$ cat config.mk
export PLATFORM = sky130hd
export DESIGN_NAME = lsu_mem_master
export DESIGN_NICKNAME = d
export VERILOG_FILES = /design/src/rtl/lsu_mem_master.sv
export SDC_FILE = /design/constraint.sdc
export NUM_CORES = 1
export LEC_CHECK = 0
export ABC_AREA = 1
export BUFFER_PORTS_ARGS = -buffer_cell sky130_fd_sc_hd__buf_4
export CORE_AREA = 4 4 135 137
export CTS_CLUSTER_DIAMETER = 30
export CTS_CLUSTER_SIZE = 28
export DETAILED_ROUTE_END_ITERATION = 6
export DIE_AREA = 0 0 139 141
export PLACE_DENSITY_LB_ADDON = 0.3
export SLEW_MARGIN = 20
export SYNTH_ARGS = -nofsm -noshare
export SYNTH_HDL_FRONTEND = slang
export SYNTH_SLANG_ARGS = --single-unit
$ cat constraint.sdc
create_clock -name clk_i -period 3 [get_ports clk_i]
set_input_delay 0 -clock clk_i [delete_from_list [all_inputs] [get_ports clk_i]]
set_output_delay 0 -clock clk_i [all_outputs]
set_load 0.01 [all_outputs]
$ cat src/rtl/lsu_mem_master.sv
// lsu_mem_master: RV32I load/store initiator for a word-addressed registered data memory
module lsu_mem_master #(
  parameter int MEM_WORDS = 256
) (
  input  logic        clk_i,
  input  logic        rst_i,
  input  logic        req_i,
  input  logic        we_i,
  input  logic [2:0]  funct3_i,
  input  logic [31:0] addr_i,
  input  logic [31:0] wdata_i,
  output logic        busy_o,
  output logic        done_o,
  output logic        err_o,
  output logic [31:0] rdata_o,
  output logic [31:0] mem_addr_o,
  output logic        mem_rd_o,
  output logic        mem_wr_o,
  output logic [31:0] mem_wdata_o,
  input  logic [31:0] mem_rdata_i
);
  typedef enum logic [2:0] {IDLE, RD, LCAP, MERGE, WR, ERR} state_t;
  state_t state, state_nx;
  logic we_q;
  logic [2:0] f3_q;
  logic [31:0] addr_q, wbuf;
  logic legal, misal, oor, bad;
  logic [7:0] byte_sel;
  logic [15:0] half_sel;
  logic [31:0] load_val, mask, ins, merged;
  always_comb begin
    legal = we_i ? (funct3_i <= 3'd2) : (funct3_i != 3'd3 && funct3_i[2:1] != 2'b11);
    misal = funct3_i[1:0] == 2'b01 ? addr_i[0] : funct3_i[1:0] == 2'b10 ? |addr_i[1:0] : 1'b0;
    oor = {2'b00, addr_i[31:2]} >= 32'(MEM_WORDS);
    bad = !legal || misal || oor;
  end
  always_comb begin
    state_nx = state;
    case (state)
      IDLE:    state_nx = !req_i ? IDLE : bad ? ERR : (we_i && funct3_i == 3'd2) ? WR : RD;
      RD:      state_nx = we_q ? MERGE : LCAP;
      MERGE:   state_nx = WR;
      default: state_nx = IDLE;
    endcase
  end
  always_ff @(posedge clk_i or posedge rst_i) begin
    if (rst_i) state <= IDLE;
    else state <= state_nx;
  end
  always_comb begin
    byte_sel = 8'(mem_rdata_i >> {addr_q[1:0], 3'b000});
    half_sel = 16'(mem_rdata_i >> {addr_q[1], 4'b0000});
    load_val = f3_q[1] ? mem_rdata_i
             : f3_q[0] ? {{16{!f3_q[2] && half_sel[15]}}, half_sel}
             : {{24{!f3_q[2] && byte_sel[7]}}, byte_sel};
    mask = f3_q[0] ? 32'h0000_ffff << {addr_q[1], 4'b0000} : 32'h0000_00ff << {addr_q[1:0], 3'b000};
    ins = f3_q[0] ? {2{wbuf[15:0]}} : {4{wbuf[7:0]}};
    merged = (mem_rdata_i & ~mask) | (ins & mask);
  end
  always_ff @(posedge clk_i or posedge rst_i) begin
    if (rst_i) begin
      we_q <= 1'b0;
      f3_q <= 3'd0;
      addr_q <= '0;
      wbuf <= '0;
      rdata_o <= '0;
      done_o <= 1'b0;
      err_o <= 1'b0;
    end else begin
      if (state == IDLE && req_i) begin
        we_q <= we_i;
        f3_q <= funct3_i;
        addr_q <= addr_i;
        wbuf <= wdata_i;
      end
      if (state == MERGE) wbuf <= merged;
      if (state == LCAP) rdata_o <= load_val;
      done_o <= state == LCAP || state == WR || state == ERR;
      err_o <= state == ERR;
    end
  end
  assign busy_o = state != IDLE;
  assign mem_rd_o = state == RD;
  assign mem_wr_o = state == WR;
  assign mem_addr_o = (busy_o && state != ERR) ? {2'b00, addr_q[31:2]} : '0;
  assign mem_wdata_o = mem_wr_o ? wbuf : '0;
endmodule

# Yosys cells after proc, flatten, opt, wreduce, memory -nomap -nowiden
# Cells that the tools add are included.
# W data, S select, Z words.
[word_totals] ff_bits=105 word_cells=61
[classes] order_cmp=2 n_eq_ne=11 shift=4 muxes=16 bitwise_logic=4 n_reduce_logical=16
[op_table] op="$mux W32" count=7
[op_table] op="$and A32 B32 Y32" count=2
[op_table] op="$not A32 Y32" count=1
[op_table] op="$or A32 B32 Y32" count=1
[op_table] op="$shl A16 B5 Y32 const A" count=1
[op_table] op="$shl A8 B5 Y32 const A" count=1
[op_table] op="$shr A32 B5 Y16" count=1
[op_table] op="$shr A32 B5 Y8" count=1
[op_table] op="$ge A30 B9 Y1 const B" count=1
[op_table] op="$mux W30" count=1
[op_table] op="$eq A3 B2 Y1 const B" count=3
[op_table] op="$mux W3" count=3
[op_table] op="$pmux W3 S3" count=1
[op_table] op="$eq A3 B3 Y1 const B" count=2
[op_table] op="$logic_and A1 B1 Y1" count=6
[op_table] op="$logic_or A1 B1 Y1" count=4
[op_table] op="$mux W1" count=4
[op_table] op="$eq A3 B1 Y1 const B" count=1
[op_table] op="$le A3 B2 Y1 const B" count=1
[op_table] op="$logic_not A3 Y1" count=1
[op_table] op="$ne A3 B2 Y1 const B" count=1
[op_table] op="$ne A3 B3 Y1 const B" count=1
[op_table] op="$reduce_bool A3 Y1" count=1
[op_table] op="$eq A2 B1 Y1 const B" count=1
[op_table] op="other kinds (5)" count=6

# Longest topological paths before layout
# Gate-level depths: netlist of run 1.
[depth] ltp_word=9 ltp_mapped=10 depth_no_buf=9

# Worst setup path after synthesis of run 1
# No wires, ideal clock.
[synth_path] path_type="register to register" start="register addr_q[0]" end="register with a tool-made name" arrival_time_ps=1221 required_time_ps=2879 setup_slack_ps=1657 stages_incl_launch_ff=7 period_less_slack_ps=1343 cell_sequence="dfrtp_1 > buf_4 > a21oi_1 > nor2_4 > nor2_4 > buf_6 > o21ai_1"
[synth_rtl] item="start, declared" line="26" source="logic [31:0] addr_q, wbuf;"
[synth_rtl] item="start signal, assigned" line="73" source="addr_q <= addr_i;"

==> reports/qor.txt, run 1 <==
Global route overflow -> 0
Pin count of the biggest net entering global routing -> 60
Hold Vio Cnt, Final -> 0
Clk_skew -> 9.55 ps
Root Driver -> clkbuf_16
Critical Path Start Type -> flip-flop
Worst-Skew Late Latency -> 350 ps
Setup crit end kind -> flip-flop
Vias in the first global route -> 5,808
Dominant cell type by area after synthesis -> dfrtp_1
Placed insts -> 1,185
First-pass GRT wire length -> 32.0 mm
Total track usage -> 20.4%
Antenna violations before repair -> 0
Hold buffer count at CTS -> 80
# rows -> 48
Pwr Density -> 971 nW/um2
Post-Place Worst Slack -> 983 ps
CP top delay family -> simple AND/OR/NAND/NOR gates
Avg Cell Area, Syn -> 7.38 um2
Initial Util -> 34.4%
Worst Setup Slack, final -> 668 ps
Nets -> 1,154
CP max stage cell -> dlygate4sd3_1
Layout cells sized above 1 -> 26.1%
WP depth -> 6
Yosys warns -> 0
N_diodes -> 0
Relative slew slack -> 38.1%
Pleak -> 0.00441 uW
Clock buffer depth -> 2
Commonest non-fill, non-tap cell in the layout -> buf_4
RSZ-0062 raised after global routing -> no
Tightest Pin Transition -> 928 ps
EDFF count, synth -> 0
Reg clk slew, reported paths -> 70 ps
Worst Hold Class -> in -> reg
Cts bufs inserted -> 9
MaxCap Viol Count -> 0
Area added between synthesis and finish -> 45.7%
Antenna violation net count after detailed routing -> 0
Min-Delay Path Depth -> 3
CP Cell Sequence -> inv_2 > nand3_4 > nor2_4 > a22oi_1 > dlygate4sd3_1 > o21ai_1
Die area -> 19,600 um2
Number of vias per cell -> 4.78
#FFs+latches synth -> 105
Req. time, crit path -> 3280 ps
Ports -> 204
Port-buffer cells -> 201
1st-pass router iterations -> 5
Final std cells w/o fill -> 1,280
CTS H-tree depth -> 3
Period utilization -> 77.7%
Drt first-iter violations -> 424
DIE WIDTH -> 139 um
Final setup viols -> 0
Commonest non-fill, non-tap cells in the layout -> 207 x buf_4, 148 x nand2_1, 119 x inv_1
Status -> completed
Yosys top cell area share -> 44.8%
CTS tree -> built
Critical path type -> reg -> reg
Library cells used by synthesis -> 32
Pwr Total -> 8300 uW
Via count -> 6,116
Sequential area share after synthesis -> 44.8%
WL/cell -> 16.1 um
Reg2reg path depth -> 6
Achievable Freq -> 429 MHz
Gp weighted congestion -> 0.911
Max incr delay on CP -> 590 ps
Core area -> 17,100 um2
Post-CTS Resized -> 0
Final core utilization -> 50.1%
CP max FO -> 50
Top cells by area, synth -> dfrtp_1 45%, nand2_1 9.5%, inv_1 7.7%, o21ai_0 7.7%, nor2_1 6.2%
DIE HEIGHT -> 141 um
CP bufs+invs -> 2
Period minus WS final -> 2330 ps
DP HPWL -> 15.1 mm
Final TNS setup -> 0 ps
Mapped Area -> 5870 um2
Drt total wl -> 20.5 mm
Synth Instances -> 795
Slew Limit Fails -> 0
Post-CTS Setup Inserts -> 0
Worst VDD drop -> 0.000420 V
Clock Sinks -> 105
Critical path arrival -> 2610 ps
DRC Markers -> 0
Async S/R FF share, synth -> 100%
Ys flop type -> dfrtp_1
Fillers -> 1,692
[power by group]
group / total [uW] / switching (uW) / internal [uW]
clock: 1090 / 527 / 559
sequential: 2610 / 490 / 2120
combinational: 4600 / 2660 / 1930
[state kept, by name, indices dropped and copies added (netlist names), named ones only]
name / count
err_o: 1
done_o: 1
rdata_o: 32
state: 3
wbuf: 24
addr_q: 32
we_q: 1
f3_q: 3
[layer usage]
| layer | wire length [um] | GRT usage (%) | vias up |
|---|---|---|---|
| met5 | 0 | 0 | - |
| met4 | 332 | 5.92 | 0 |
| met3 | 1270 | 3.53 | 30 |
| met2 | 9610 | 32.4 | 222 |
| met1 | 9340 | 28.8 | 2835 |
| li1 | - | - | 3029 |
[kinds of logic after synthesis]
| group | after synthesis | share of synthesized area (%) |
|---|---|---|
| DFF | 105 | 44.8 |
| and+or+nand+nor | 305 | 22.6 |
| other | 1 | 0.0639 |
| buffers and inverters | 173 | 12.5 |
| AOI/OAI and AO/OA | 211 | 20.1 |
[cell usage after synthesis (2+ instances only)]
| library cell | number |
|---|---|
| nand2_1 | 148 |
| inv_1 | 120 |
| dfrtp_1 | 105 |
| nor2_1 | 97 |
| o21ai_0 | 90 |
| a21oi_1 | 63 |
| or2_2 | 31 |
| a22oi_1 | 25 |
| buf_2 | 23 |
| nand3_1 | 9 |
| clkbuf_1 | 8 |
| o211ai_1 | 8 |
| a21boi_1 | 7 |
| a31oi_1 | 7 |
| buf_4 | 7 |
| inv_2 | 7 |
| o21ai_1 | 7 |
| nand4_1 | 5 |
| nor3_1 | 4 |
| a21oi_2 | 3 |
| buf_6 | 3 |
| clkbuf_2 | 3 |
| nand2_2 | 3 |
| clkinv_1 | 2 |
| nand3_4 | 2 |
| nor2_4 | 2 |
[area by class of cell]
cell class	count	area (um2)	area share (%)
tap	225	282	3.29
inverter	129	487	5.69
clock inverter	5	32.5	0.381
multi-input combinational	518	2510	29.4
timing repair buffer	288	2370	27.8
sequential	105	2630	30.7
clock buffer	10	229	2.68
[tightest hold or removal path: stages]
cell,delay (ps)
buf_4,120
inv_1,80
o21ai_0,100
[stage by stage]
| step | hold slack (ps) | instance area (um2) |
|---|---|---|
| CTS | 0.0899 | 8550 |
| floorplan | 121 | 5870 |
| global placement | 125 | 7480 |
| global route | 8.91 | 8550 |
| finish | 4.40 | 8550 |
| detailed placement | 130 | 7480 |
[final timing paths]
| check | end | start | slack (ps) |
|---|---|---|---|
| max in group asynchronous | rdata_o[7]$_DFFE_PP0N_ | rst_i | 1950 |
| worst max register to register | flip-flop | state[2]$_DFF_PP0_ | 670 |
| worst min-delay path | f3_q[0]$_DFFE_PP0P_ | funct3_i[0] | 4 |
| worst min register to register | addr_q[31]$_DFFE_PP0P_ | addr_q[31]$_DFFE_PP0P_ | 490 |
| worst max-delay path | flip-flop | state[2]$_DFF_PP0_ | 670 |
| min in group asynchronous | addr_q[21]$_DFFE_PP0P_ | rst_i | 280 |
Power figures use the tool's default switching activity.
==> run 2: changes to the inputs <==
Settings changed: ABC_AREA 1 to 0, CORE_AREA 4 4 135 137 to 4 4 133 135, DIE_AREA 0 0 139 141 to 0 0 137 139.
Clock period 3 ns to 2 ns, I/O delays scaled along.
==> reports/qor.txt, run 2 <==
Pleak -> 0.00421 uW (-4.5%)
Final TNS setup -> 0 ps (unchanged)
Core area -> 16,500 um2 (-3.5%)
Commonest non-fill, non-tap cell in the layout -> buf_4
Slew Limit Fails -> 0 (unchanged)
Cts bufs inserted -> 9 (unchanged)
First-pass GRT wire length -> 32.7 mm (+2.3%)
CP max stage cell -> dfrtp_1
Yosys warns -> 0 (unchanged)
Clock buffer depth -> 2 (unchanged)
Multi-input combinational cell area -> 2840 um2 (+13%)
Library cells used by synthesis -> 41 (+28%)
EDFF count, synth -> 0 (unchanged)
Design Area, Final -> 8690 um2 (+1.6%)
Req. time, crit path -> 2000 ps (-1280 ps)
Number of vias per cell -> 5.15 (+7.8%)
Drt total wl -> 21.2 mm (+3.0%)
#FFs+latches synth -> 105 (unchanged)
Clk_skew -> 8.39 ps (-1.16 ps)
Hold Vio Cnt, Final -> 0 (unchanged)
Achievable Freq -> 543 MHz
Via count -> 5,995 (-2.0%)
Pwr Density -> 1430 nW/um2 (+48%)
Worst r2r src -> state[1]$_DFF_PP0_
Period minus WS final -> 1840 ps
Worst-Skew Late Latency -> 350 ps (about the same)
CP Cell Sequence -> nor3_1 > buf_4 > nor2_1 > buf_4 > and2_1 > buf_4
Placement Cell Area -> 7490 um2 (about the same)
Drt first-iter violations -> 442 (+4.2%)
Dominant cell type by area after synthesis -> dfrtp_1
DP HPWL -> 14.9 mm (-1.2%)
Max incr delay on CP -> 470 ps (-120 ps)
RSZ-0062 raised after global routing -> no
CTS tree -> built
Antenna violation net count after detailed routing -> 0 (unchanged)
Sequential area share after synthesis -> 45.8% (+1.0 points)
MaxCap Viol Count -> 0 (unchanged)
Critical path type -> reg -> out
Ports -> 204 (unchanged)
Port-buffer cells -> 201 (unchanged)
Global route overflow -> 0 (unchanged)
Root Driver -> clkbuf_16
Synth Instances -> 671 (-16%)
1st-pass router iterations -> 5 (unchanged)
Avg Cell Area, Syn -> 8.54 um2 (+16%)
Antenna violations before repair -> 0 (unchanged)
Nets -> 1,043 (-9.6%)
CTS H-tree depth -> 3 (unchanged)
Ys flop type -> dfrtp_1
Tightest Pin Transition -> 666 ps (-262 ps)
# rows -> 47 (-2.1%)
Pin count of the biggest net entering global routing -> 106 (+77%)
Final setup viols -> 0 (unchanged)
Most frequent cell after synthesis -> nand2_1
DIE WIDTH -> 137 um (-1.4%)
Seq. cell area -> 2630 um2 (unchanged)
Hold endpoint -> rdata_o[31]$_DFFE_PP0N_
Yosys top cell area share -> 45.8% (+1.0 points)
Top cells by area, synth -> dfrtp_1 46%, nand2_1 12%, and2_1 6.9%, mux2_2 3.3%, nand3_1 3.1%
Status -> completed
Worst Hold Class -> in -> reg
Gp weighted congestion -> 0.851 (-6.6%)
Layout cells sized above 1 -> 28.2% (+2.1 points)
Setup crit end kind -> output port
Area added between synthesis and finish -> 51.6%
Post-CTS Resized -> 0 (unchanged)
CP max FO -> 30 (-40%)
RR Endpoint -> wbuf[26]$_DFFE_PP0P_
Async S/R FF share, synth -> 100% (unchanged)
Vias in the first global route -> 5,901 (+1.6%)
Total track usage -> 22.0% (+1.5 points)
Flop-to-flop setup slack -> 230 ps (-440 ps)
Critical path arrival -> 1840 ps (-770 ps)
Initial Util -> 34.8% (+0.42 points)
DIE HEIGHT -> 139 um (-1.4%)
Relative slew slack -> 55.5% (+17 points)
Min-Delay Path Depth -> 3 (unchanged)
DRC Markers -> 0 (unchanged)
Regs by FF count -> addr_q x32, rdata_o x32, wbuf x24
N_diodes -> 0 (unchanged)
Clock Sinks -> 105 (unchanged)
Cell mode on critical path -> buf_4
Worst VDD drop -> 0.000712 V (+69%)
HP Start -> mem_rdata_i[31]
Mapped Area -> 5730 um2 (-2.3%)
Fillers -> 1,527 (-9.8%)
Die area -> 19,000 um2 (-2.8%)
Synth cell count leaders -> 187 x nand2_1, 105 x dfrtp_1, 63 x and2_1
Reg clk slew, reported paths -> 70 ps (about the same)
Period utilization -> 92.2%
Critical Path Start Type -> flip-flop
Commonest non-fill, non-tap cells in the layout -> 226 x buf_4, 186 x nand2_1, 105 x dfrtp_1
Reg2reg path depth -> 4 (-2)
WL/cell -> 18.2 um (+13%)
[run 2: area by class of cell]
type | instances | share of cell area [%]
repair buffers | 310 | 29.3
well taps | 220 | 3.17
multi-input cells | 507 | 32.7
clock buffers | 10 | 2.75
inverters | 7 | 0.346
clock inverters | 5 | 1.47
flip-flops and latches | 105 | 30.2
[run 2: critical path, delay by kind of cell, from the launching register on]
| family | cells | cell delay [ps] |
|---|---|---|
| AND/OR/NAND/NOR | 3 | 490 |
| flip-flops | 1 | 470 |
| buffers and inverters | 3 | 530 |
[run 2: layer usage]
layer,GRT usage (%),wire length [um]
met1,29.9,8960
met2,34.7,9830
met3,5.55,1990
met4,6.04,396
met5,0,0
[run 2: cell families (layout without fill, tap and decap cells)]
kind of cell	Yosys count	in the layout	share of synthesized area, %
buf+inv	60	332	4.82
other cells	1	2	0.0654
flops	105	105	45.8
compound gates	144	144	16.5
simple gates	336	336	27.8
mux	25	25	4.96
[run 2: power breakdown]
part | internal (uW) | total (uW) | switching, uW
clock | 1380 | 2200 | 821
sequential | 3160 | 3910 | 749
combinational | 3020 | 6340 | 3320
[run 2: how the worst max path moves through the flow]
stage / slack (ps) / start / endpoint
global placement: 270 / addr_q[1]$_DFFE_PP0P_ / wbuf[15]$_DFFE_PP0P_
CTS: 120 / state[1]$_DFF_PP0_ / mem_addr_o[8]
finish: 160 / state[1]$_DFF_PP0_ / mem_addr_o[8]
global route: 5 / state[2]$_DFF_PP0_ / mem_addr_o[8]
detailed placement: 230 / state[1]$_DFF_PP0_ / wbuf[11]$_DFFE_PP0P_
floorplan: 200 / state[0]$_DFF_PP0_ / wbuf[24]$_DFFE_PP0P_
[run 2: stage by stage]
step	setup WS (ps)	hold slack, ps	power, uW	utilization, %	instances
after detailed placement	232	193	10100	45.5	1066
after floorplan	198	105	7500	-	672
after CTS	122	3.67	12500	52.8	1164
after global placement	269	190	10100	45.5	1066
after global routing	5.15	17.9	13400	52.8	1164
final	157	14.2	12400	52.8	1164
[run 2: timing repair]
item | 4_1_cts | 5_1_grt
buffers inserted | 0 | 0
hold buffers | 83 | 0
hold endpoints to repair | 187 | 0
